File: src/rtl/video_sync_rx_if.sv
// Raw video link from a timing generator into a sync receiver.
// Pure stream, no backpressure: the source drives every cycle and vid_blank=1 qualifies vid_rgb.
interface video_sync_rx_if;
    logic        vid_hs;
    logic        vid_vs;
    logic        vid_blank;
    logic [23:0] vid_rgb;

    modport master (output vid_hs, output vid_vs, output vid_blank, output vid_rgb);
    modport slave  (input  vid_hs, input  vid_vs, input  vid_blank, input  vid_rgb);
endinterface

File: src/rtl/video_sync_rx.sv
// Video sync receiver: recovers pixel coordinates, measures line/frame totals and
// locks onto a stream whose active area matches HDISP x VDISP.
module video_sync_rx #(
    parameter int HDISP       = 800,
    parameter int VDISP       = 480,
    parameter int LOCK_FRAMES = 2
) (
    input  logic                       pixel_clk,
    input  logic                       pixel_rst,
    video_sync_rx_if.slave             vid,
    output logic                       pix_valid,
    output logic [$clog2(HDISP)-1:0]   pix_x,
    output logic [$clog2(VDISP)-1:0]   pix_y,
    output logic [23:0]                pix_rgb,
    output logic                       pix_sof,
    output logic                       pix_eol,
    output logic                       locked,
    output logic                       err_size,
    output logic [11:0]                meas_htotal,
    output logic [11:0]                meas_vtotal,
    output logic [1:0]                 dbg_state
);
    localparam int XW  = $clog2(HDISP);
    localparam int YW  = $clog2(VDISP);
    localparam int YCW = $clog2(VDISP + 1);
    localparam int GW  = $clog2(LOCK_FRAMES + 1);

    typedef enum logic [1:0] {SEARCH = 2'd0, CHECK = 2'd1, LOCKED = 2'd2} state_t;

    state_t          state, state_nxt;
    logic [GW-1:0]   good_cnt, good_cnt_nxt;
    logic            hs_r, vs_r, de_r, hs_d, vs_d, de_d;
    logic [23:0]     rgb_r;
    logic            hs_fall, vs_fall, de_fall;
    logic [XW-1:0]   x_cnt;
    logic            line_full, line_ovr, line_good;
    logic [YCW-1:0]  y_cnt, y_after;
    logic            frame_bad, frame_bad_after, frame_good;
    logic [11:0]     h_cnt, v_cnt;
    logic            hs_seen, vs_seen;
    logic            err_nxt, valid_nxt;

    always_ff @(posedge pixel_clk or posedge pixel_rst) begin
        if (pixel_rst) begin
            hs_r  <= 1'b0;
            vs_r  <= 1'b0;
            de_r  <= 1'b0;
            rgb_r <= '0;
            hs_d  <= 1'b0;
            vs_d  <= 1'b0;
            de_d  <= 1'b0;
        end else begin
            hs_r  <= vid.vid_hs;
            vs_r  <= vid.vid_vs;
            de_r  <= vid.vid_blank;
            rgb_r <= vid.vid_rgb;
            hs_d  <= hs_r;
            vs_d  <= vs_r;
            de_d  <= de_r;
        end
    end

    assign hs_fall = hs_d & ~hs_r;
    assign vs_fall = vs_d & ~vs_r;
    assign de_fall = de_d & ~de_r;

    // line_full marks that column HDISP-1 was seen; any further active cycle is an overrun.
    always_ff @(posedge pixel_clk or posedge pixel_rst) begin
        if (pixel_rst) begin
            x_cnt     <= '0;
            line_full <= 1'b0;
            line_ovr  <= 1'b0;
        end else if (!de_r) begin
            x_cnt     <= '0;
            line_full <= 1'b0;
            line_ovr  <= 1'b0;
        end else if (line_full) begin
            line_ovr  <= 1'b1;
        end else if (x_cnt == XW'(HDISP - 1)) begin
            line_full <= 1'b1;
        end else begin
            x_cnt     <= x_cnt + XW'(1);
        end
    end

    // Line end is folded in before the frame verdict so a coincident DE/VS fall judges the full frame.
    always_comb begin
        line_good       = line_full & ~line_ovr;
        y_after         = y_cnt;
        frame_bad_after = frame_bad;
        if (de_fall) begin
            if (y_cnt != YCW'(VDISP)) y_after = y_cnt + YCW'(1);
            else                      frame_bad_after = 1'b1;
            if (!line_good)           frame_bad_after = 1'b1;
        end
        frame_good = (y_after == YCW'(VDISP)) && !frame_bad_after;
    end

    always_ff @(posedge pixel_clk or posedge pixel_rst) begin
        if (pixel_rst) begin
            y_cnt     <= '0;
            frame_bad <= 1'b0;
        end else if (vs_fall) begin
            y_cnt     <= '0;
            frame_bad <= 1'b0;
        end else begin
            y_cnt     <= y_after;
            frame_bad <= frame_bad_after;
        end
    end

    // A coincident HS fall belongs to the frame that is closing.
    always_ff @(posedge pixel_clk or posedge pixel_rst) begin
        if (pixel_rst) begin
            h_cnt       <= '0;
            v_cnt       <= '0;
            hs_seen     <= 1'b0;
            vs_seen     <= 1'b0;
            meas_htotal <= '0;
            meas_vtotal <= '0;
        end else begin
            if (hs_fall) begin
                h_cnt   <= 12'd1;
                hs_seen <= 1'b1;
                if (hs_seen) meas_htotal <= h_cnt;
            end else if (h_cnt != 12'hFFF) begin
                h_cnt <= h_cnt + 12'd1;
            end
            if (vs_fall) begin
                v_cnt   <= '0;
                vs_seen <= 1'b1;
                if (vs_seen)
                    meas_vtotal <= (hs_fall && v_cnt != 12'hFFF) ? v_cnt + 12'd1 : v_cnt;
            end else if (hs_fall && v_cnt != 12'hFFF) begin
                v_cnt <= v_cnt + 12'd1;
            end
        end
    end

    always_comb begin
        state_nxt    = state;
        good_cnt_nxt = good_cnt;
        if (vs_fall) begin
            case (state)
                SEARCH: begin
                    state_nxt    = CHECK;
                    good_cnt_nxt = '0;
                end
                CHECK: begin
                    if (!frame_good) begin
                        good_cnt_nxt = '0;
                    end else if (good_cnt == GW'(LOCK_FRAMES - 1)) begin
                        state_nxt    = LOCKED;
                        good_cnt_nxt = '0;
                    end else begin
                        good_cnt_nxt = good_cnt + GW'(1);
                    end
                end
                LOCKED: if (!frame_good) state_nxt = SEARCH;
                default: state_nxt = SEARCH;
            endcase
        end
        err_nxt   = ((state != SEARCH) && de_fall && !line_good) ||
                    ((state == LOCKED) && vs_fall && !frame_good);
        valid_nxt = de_r && (state == LOCKED) && !line_full;
    end

    always_ff @(posedge pixel_clk or posedge pixel_rst) begin
        if (pixel_rst) begin
            state    <= SEARCH;
            good_cnt <= '0;
        end else begin
            state    <= state_nxt;
            good_cnt <= good_cnt_nxt;
        end
    end

    always_ff @(posedge pixel_clk or posedge pixel_rst) begin
        if (pixel_rst) begin
            pix_valid <= 1'b0;
            pix_x     <= '0;
            pix_y     <= '0;
            pix_rgb   <= '0;
            pix_sof   <= 1'b0;
            pix_eol   <= 1'b0;
            err_size  <= 1'b0;
        end else begin
            pix_valid <= valid_nxt;
            pix_x     <= x_cnt;
            pix_y     <= y_cnt[YW-1:0];
            pix_rgb   <= rgb_r;
            pix_sof   <= valid_nxt && (x_cnt == '0) && (y_cnt == '0);
            pix_eol   <= valid_nxt && (x_cnt == XW'(HDISP - 1));
            err_size  <= err_nxt;
        end
    end

    assign locked    = (state == LOCKED);
    assign dbg_state = state;
endmodule

File: src/flat_wrapper.sv
// flat-port wrapper written by rule: the top's interface ports become plain ports
module video_sync_rx_flat 
#(
    parameter int HDISP       = 800,
    parameter int VDISP       = 480,
    parameter int LOCK_FRAMES = 2
)
  (pixel_clk, pixel_rst, pix_valid, pix_x, pix_y, pix_rgb, pix_sof, pix_eol, locked, err_size, meas_htotal, meas_vtotal, dbg_state, vid_vid_hs, vid_vid_vs, vid_vid_blank, vid_vid_rgb);
  video_sync_rx_if vid_i ();
  input  logic pixel_clk;
  input  logic pixel_rst;
  output logic pix_valid;
  output logic [$clog2(HDISP)-1:0] pix_x;
  output logic [$clog2(VDISP)-1:0] pix_y;
  output logic [23:0] pix_rgb;
  output logic pix_sof;
  output logic pix_eol;
  output logic locked;
  output logic err_size;
  output logic [11:0] meas_htotal;
  output logic [11:0] meas_vtotal;
  output logic [1:0] dbg_state;
  input wire logic [$bits(vid_i.vid_hs)-1:0] vid_vid_hs;
  input wire logic [$bits(vid_i.vid_vs)-1:0] vid_vid_vs;
  input wire logic [$bits(vid_i.vid_blank)-1:0] vid_vid_blank;
  input wire logic [$bits(vid_i.vid_rgb)-1:0] vid_vid_rgb;
  assign vid_i.vid_hs = vid_vid_hs;
  assign vid_i.vid_vs = vid_vid_vs;
  assign vid_i.vid_blank = vid_vid_blank;
  assign vid_i.vid_rgb = vid_vid_rgb;
  video_sync_rx #(.HDISP(HDISP), .VDISP(VDISP), .LOCK_FRAMES(LOCK_FRAMES)) u_core (.pixel_clk(pixel_clk), .pixel_rst(pixel_rst), .vid(vid_i), .pix_valid(pix_valid), .pix_x(pix_x), .pix_y(pix_y), .pix_rgb(pix_rgb), .pix_sof(pix_sof), .pix_eol(pix_eol), .locked(locked), .err_size(err_size), .meas_htotal(meas_htotal), .meas_vtotal(meas_vtotal), .dbg_state(dbg_state));
endmodule
File: config.mk
export PLATFORM = sky130hd
export DESIGN_NAME = video_sync_rx_flat
export DESIGN_NICKNAME = d
export VERILOG_FILES = /design/src/rtl/video_sync_rx_if.sv /design/src/rtl/video_sync_rx.sv /design/src/flat_wrapper.sv
export SDC_FILE = /design/constraint.sdc
export NUM_CORES = 1
export LEC_CHECK = 0
export BUFFER_PORTS_ARGS = -buffer_cell sky130_fd_sc_hd__buf_2
export CELL_PAD_IN_SITES_DETAIL_PLACEMENT = 1
export CELL_PAD_IN_SITES_GLOBAL_PLACEMENT = 1
export CORE_MARGIN = 2
export CORE_UTILIZATION = 48
export DETAILED_ROUTE_END_ITERATION = 10
export PLACE_DENSITY = 0.86
export REMOVE_ABC_BUFFERS = 1
export SETUP_SLACK_MARGIN = 0.3
export SKIP_CTS_REPAIR_TIMING = 1
export SYNTH_ARGS = -nofsm -noshare
export SYNTH_HDL_FRONTEND = slang
export SYNTH_SLANG_ARGS = --single-unit
File: constraint.sdc
create_clock -name pixel_clk -period 10.4 [get_ports pixel_clk]
set_input_delay 1.04 -clock pixel_clk [delete_from_list [all_inputs] [get_ports pixel_clk]]
set_output_delay 1.04 -clock pixel_clk [all_outputs]
set_load 0.01 [all_outputs]
Yosys cells after proc, flatten, opt, wreduce, memory -nomap -nowiden

Cells that the tools add are included.

Flip-flop bits (word level): 153
Bits of input ports: 29
Output and inout port bits: 74

Add/sub/neg operators: 5
Eq/ne operators: 14
Multiplexer cells: 26
Bitwise gates (word level): 8
Reductions and logical operators: 27

Operators by type and width:

| kind                                           | number |
|---|---|
| two-way mux 12 bit                             | 4 |
| two-way mux 10 bit                             | 3 |
| two-way mux 9 bit                              | 3 |
| adder 12 x 1 -> 12 bit (second input constant) | 2 |
| != test 12 bit (second input constant)         | 2 |
| logical AND 1 bit                              | 11 |
| adder 10 x 1 -> 10 bit (second input constant) | 1 |
| == test 10 bit (second input constant)         | 1 |
| zero test 10 bit                               | 1 |
| two-way mux 2 bit                              | 5 |
| adder 9 x 1 -> 9 bit (second input constant)   | 1 |
| == test 9 bit (second input constant)          | 1 |
| zero test 9 bit                                | 1 |
| two-way mux 1 bit                              | 9 |
| != test 9 bit (second input constant)          | 1 |
| != test 2 bit (second input constant)          | 4 |
| AND reduction 2 bit                            | 4 |
| one-hot mux 2 bit (3 select lines)             | 1 |
| nonzero test 2 bit                             | 3 |
| AND 1 bit                                      | 4 |
| == test 2 x 1 -> 1 bit (second input constant) | 2 |
| zero test 1 bit                                | 4 |
| != test 2 x 1 -> 1 bit (second input constant) | 2 |
| NOT 1 bit                                      | 4 |
| other kinds (6)                                | 6 |

Depth between registers and ports, before layout

Depth in word-level cells: 9
Mapped depth: 8
Mapped depth without buffers: 8

Least setup slack after synthesis

Ideal clock, no wire load.

Path type: register -> register
Start: register u_core.y_cnt[0]
End: register u_core.err_size
Setup time: 0.122 ns
Arrival time: 1.989 ns
Required time: 10.278 ns
Path slack: 8.290 ns
Cell stages (with the launch flop): 9
Buffers on the path: 0
Cells stage by stage: dfrtp_1 inv_1 ha_1 or4b_4 o21bai_1 o21ai_0 nor3b_4 nand2_2 a32o_1

Longest elaborated chain between the ends: 9
Elaborated cells on any way between the ends: 13
Those cells by class: add/sub: 1; eq/ne: 2; mux: 5; reduce/logical: 5

Ends and longest elaborated chain:

| what                                                         | line                 | text |
|---|---|---|
| from (decl)                                                  | video_sync_rx.sv:37  | `logic [YCW-1:0] y_cnt, y_after;` |
| from (signal assigned)                                       | video_sync_rx.sv:107 | `y_cnt <= y_after;` |
| branches (longest 5 deep; another with adder 9 x 1 -> 9 bit) | --                   |  |
| logical AND 1 bit *                                          | video_sync_rx.sv:96  | `frame_good = (y_after == YCW'(VDISP)) && !frame_bad_after;` |
| zero test 1 bit *                                            | --                   |  |
| logical AND 1 bit *                                          | video_sync_rx.sv:164 | `((state == LOCKED) && vs_fall && !frame_good);` |
| logical OR 1 bit *                                           | video_sync_rx.sv:163 | `err_nxt = ((state != SEARCH) && de_fall && !line_good) \|\|` |
| named net u_core.err_nxt                                     | video_sync_rx.sv:41  | `logic err_nxt, valid_nxt;` |
| to (signal assigned)                                         | video_sync_rx.sv:194 | `err_size <= err_nxt;` |
| to (decl)                                                    | video_sync_rx.sv:18  | `output logic err_size,` |

Mark *: on every way through the listed nets, which the timed path passes.
A chain may end at the register's enable or synchronous reset.

Worst setup path after layout

Start: register u_core.hs_r
End: register u_core.meas_vtotal[6]

Longest elaborated chain between the ends: 4

Ends and longest elaborated chain:

| what                   | line                 | text |
|---|---|---|
| from (decl)            | video_sync_rx.sv:32  | `logic hs_r, vs_r, de_r, hs_d, vs_d, de_d;` |
| from (signal assigned) | video_sync_rx.sv:53  | `hs_r <= vid.vid_hs;` |
| NOT 1 bit              | video_sync_rx.sv:63  | `assign hs_fall = hs_d & ~hs_r;` |
| AND 1 bit              | video_sync_rx.sv:63  |  |
| logical AND 1 bit      | video_sync_rx.sv:133 | `meas_vtotal <= (hs_fall && v_cnt != 12'hFFF) ? v_cnt + 12'd1 : v_cnt;` |
| two-way mux 12 bit     | --                   |  |
| to (signal assigned)   | video_sync_rx.sv:133 |  |
| to (decl)              | video_sync_rx.sv:20  | `output logic [11:0] meas_vtotal,` |

No other way between the ends.

==> impl_metrics.env <==
export IMPL_status="finished clean"
export IMPL_hold_class="register to register"
export IMPL_drive_gt1_frac=0.290
export IMPL_cts_tree="built"
export IMPL_slew_viol_final=0
export IMPL_routabilityCongestion=0.804
export IMPL_ctsHtreeMaxLevel=4
export IMPL_clockBufferDepth=2
export IMPL_start_kind="register"
export IMPL_max_cap_viol_count=0
export IMPL_design_area_um2=6850
export IMPL_grt_max_degree=89
export IMPL_place_ws_ps=7660
export IMPL_grt_antenna_before_repair=0
export IMPL_die_w_um=112
export IMPL_ys_warn_count=0
export IMPL_stdcell_count=695
export IMPL_ys_async_sr_fraction=1.00
export IMPL_dominantRegCellSynth="dfrtp_1"
export IMPL_grt_overflow=0
export IMPL_setup_tns_ps=0
export IMPL_period_share=0.248
export IMPL_crit_fanout=12
export IMPL_wl_per_cell_um=19.9
export IMPL_filler_cell_count=1156
export IMPL_wl_um=13800
export IMPL_yosysUniqueCellTypes=50
export IMPL_cts_buffers=17
export IMPL_syn_avg_cell_area_um2=13.1
export IMPL_ys_ff_latch=153
export IMPL_nets=574
export IMPL_coreArea_um2=11400
export IMPL_endpoint_kind="register"
export IMPL_vdd_drop_max_v=0.000231
export IMPL_clock_root_buffer="clkbuf_16"
export IMPL_path_clk_slew_ps=60
export IMPL_drc=0
export IMPL_synthCells=424
export IMPL_vias=3756
export IMPL_worst_slack_ps=7820
export IMPL_skew_ps=8.02
export IMPL_place_inst=663
export IMPL_grt_pass1_vias=4129
export IMPL_rsz0062_at_grt="no"
export IMPL_areaGrowthSynthToFinish_pct=22.9
export IMPL_postRouteAntennaNets=0
export IMPL_die_h_um=112
export IMPL_drtIter0Drc=178
export IMPL_hpwl_um=8470
export IMPL_fmax_ghz=0.388
export IMPL_die_area_um2=12500
export IMPL_ioPinCount=103
export IMPL_crit_type="register to register"
export IMPL_timing_final_hold_violations=0
export IMPL_crit_arrival_ps=2850
export IMPL_placed_area_um2=6250
export IMPL_worstSkewPairLatency_ps=440
export IMPL_rows=39
export IMPL_port_buffer_count=102
export IMPL_grt_pass1_wl_um=22500
export IMPL_grt_usage=0.238
export IMPL_relSlewSlack=0.283
export IMPL_seq_area_frac_synth=0.687
export IMPL_synth_area_um2=5570
export IMPL_diodes=0
export IMPL_power_density_nw_per_um2=205
export IMPL_cp_required_ps=10680
export IMPL_leakagePower_nw=3.38
export IMPL_clock_sinks=153
export IMPL_setup_violations=0
export IMPL_start_util=0.490
export IMPL_r2r_slack_ps=7820
export IMPL_drtPass1Iterations=5
export IMPL_period_minus_slack_ps=2580
export IMPL_synth_edf_count=0
export IMPL_tightestPinTransition_ps=1080
export IMPL_viasPerCell=5.40
[cells in the mapped netlist (3+ instances only)]
master,n,share of area
and3_1,5,0.0056
and4_1,6,0.0094
or3_1,3,0.0034
nand2b_1,4,0.0045
and2_1,14,0.016
dfrtp_1,153,0.69
clkbuf_1,6,0.0040
nor4_1,3,0.0034
xor2_1,18,0.028
nand3_1,10,0.0090
or2b_2,3,0.0047
xnor2_1,13,0.020
nand4_1,12,0.013
nor3_1,7,0.0063
inv_1,11,0.0074
a21oi_1,4,0.0036
ha_1,6,0.013
nor2_1,37,0.025
nor2b_1,5,0.0056
o21ai_0,19,0.017
mux2_2,11,0.022
nand3b_1,3,0.0040
nand2_1,35,0.024
mux2i_1,5,0.0090
[worst paths after layout]
check	startpoint	endpoint	cells past startpoint
max in group asynchronous	pixel_rst	u_core.pix_rgb[2]	3
worst max-delay path	u_core.hs_r	u_core.meas_vtotal[6]	6
worst max register to register	u_core.hs_r	u_core.meas_vtotal[6]	6
min in group asynchronous	pixel_rst	u_core.pix_rgb[20]	2
worst min register to register	u_core.rgb_r[8]	u_core.pix_rgb[8]	0
worst min-delay path	u_core.rgb_r[8]	u_core.pix_rgb[8]	0
[cells in the final DEF (no fill, tap or decap), types with 4 or more instances in the layout]
master	n
clkinv_2	4
xor2_1	18
mux2i_1	5
o21ai_0	19
nor2b_1	5
nor2_1	37
inv_1	10
clkbuf_8	4
nand3_1	10
xnor2_1	13
nand4_1	12
and3_1	5
nand2b_1	4
mux2_2	11
clkbuf_16	17
dfrtp_1	153
ha_1	6
and2_1	14
nand2_1	35
clkinvlp_4	4
a21oi_1	4
and4_1	6
nor3_1	7
buf_2	102
[report_power, final]
group	leakage (nW)	switching [mW]	total, mW	internal, mW
Clock	0.287	0.245	0.622	0.377
Sequential	1.97	0.0334	0.665	0.632
Combinational	1.13	0.0678	0.114	0.0466
[critical path, stage by stage, from the launching register on]
cell and delay [ps]:
dfrtp_1 400, nor2b_1 650, and2_1 290, nor3b_1 550
nand3_1 170, xor2_1 230, o21ai_0 130
[through the flow]
step                      total power, mW  hold WS (ps)  utilization
after floorplan                     0.733           331            -
after global placement              0.774           331        0.550
after detailed placement            0.786           336        0.550
after CTS                            1.42           350        0.602
after global routing                 1.45           358        0.602
final                                1.40           350        0.602
[metal layers]
| layer | up-vias | wire [um] | global-route usage |
|---|---|---|---|
| met5 | - | 0 | 0 |
| met4 | 0 | 357 | 0.112 |
| met3 | 26 | 496 | 0.0582 |
| met2 | 96 | 7550 | 0.422 |
| met1 | 1962 | 5420 | 0.271 |
| li1 | 1672 | - | - |
[registers in the layout (all words and copies together), names as in the netlist, 2 cells and up]
| signal | flops |
|---|---|
| u_core.pix_rgb | 24 |
| u_core.v_cnt | 12 |
| u_core.meas_vtotal | 12 |
| u_core.h_cnt | 12 |
| u_core.good_cnt | 2 |
| u_core.dbg_state | 2 |
| u_core.rgb_r | 24 |
| u_core.y_cnt | 9 |
| u_core.pix_x | 10 |
| u_core.meas_htotal | 12 |
| u_core.x_cnt | 10 |
| u_core.pix_y | 9 |
[logic make-up after synthesis]
family	Yosys count	synth area share
and+or+nand+nor	157	0.153
DFF	153	0.687
AOI/OAI and AO/OA	42	0.0528
xor gates and xnor gates	31	0.0487
buffers and inverters	19	0.0135
muxes	16	0.0312
adders and majority gates	6	0.0135
[cell type report]
class                      instances  area (um2)  area share
timing repair buffer             104         526      0.0767
tap                              143         179      0.0261
clock buffer                      21         480      0.0702
sequential                       153        3830       0.559
inverter                          11        46.3     0.00676
multi-input combinational        252        1670       0.244
clock inverter                    11         119      0.0174
No activity file was read; power rests on OpenSTA's default activity.
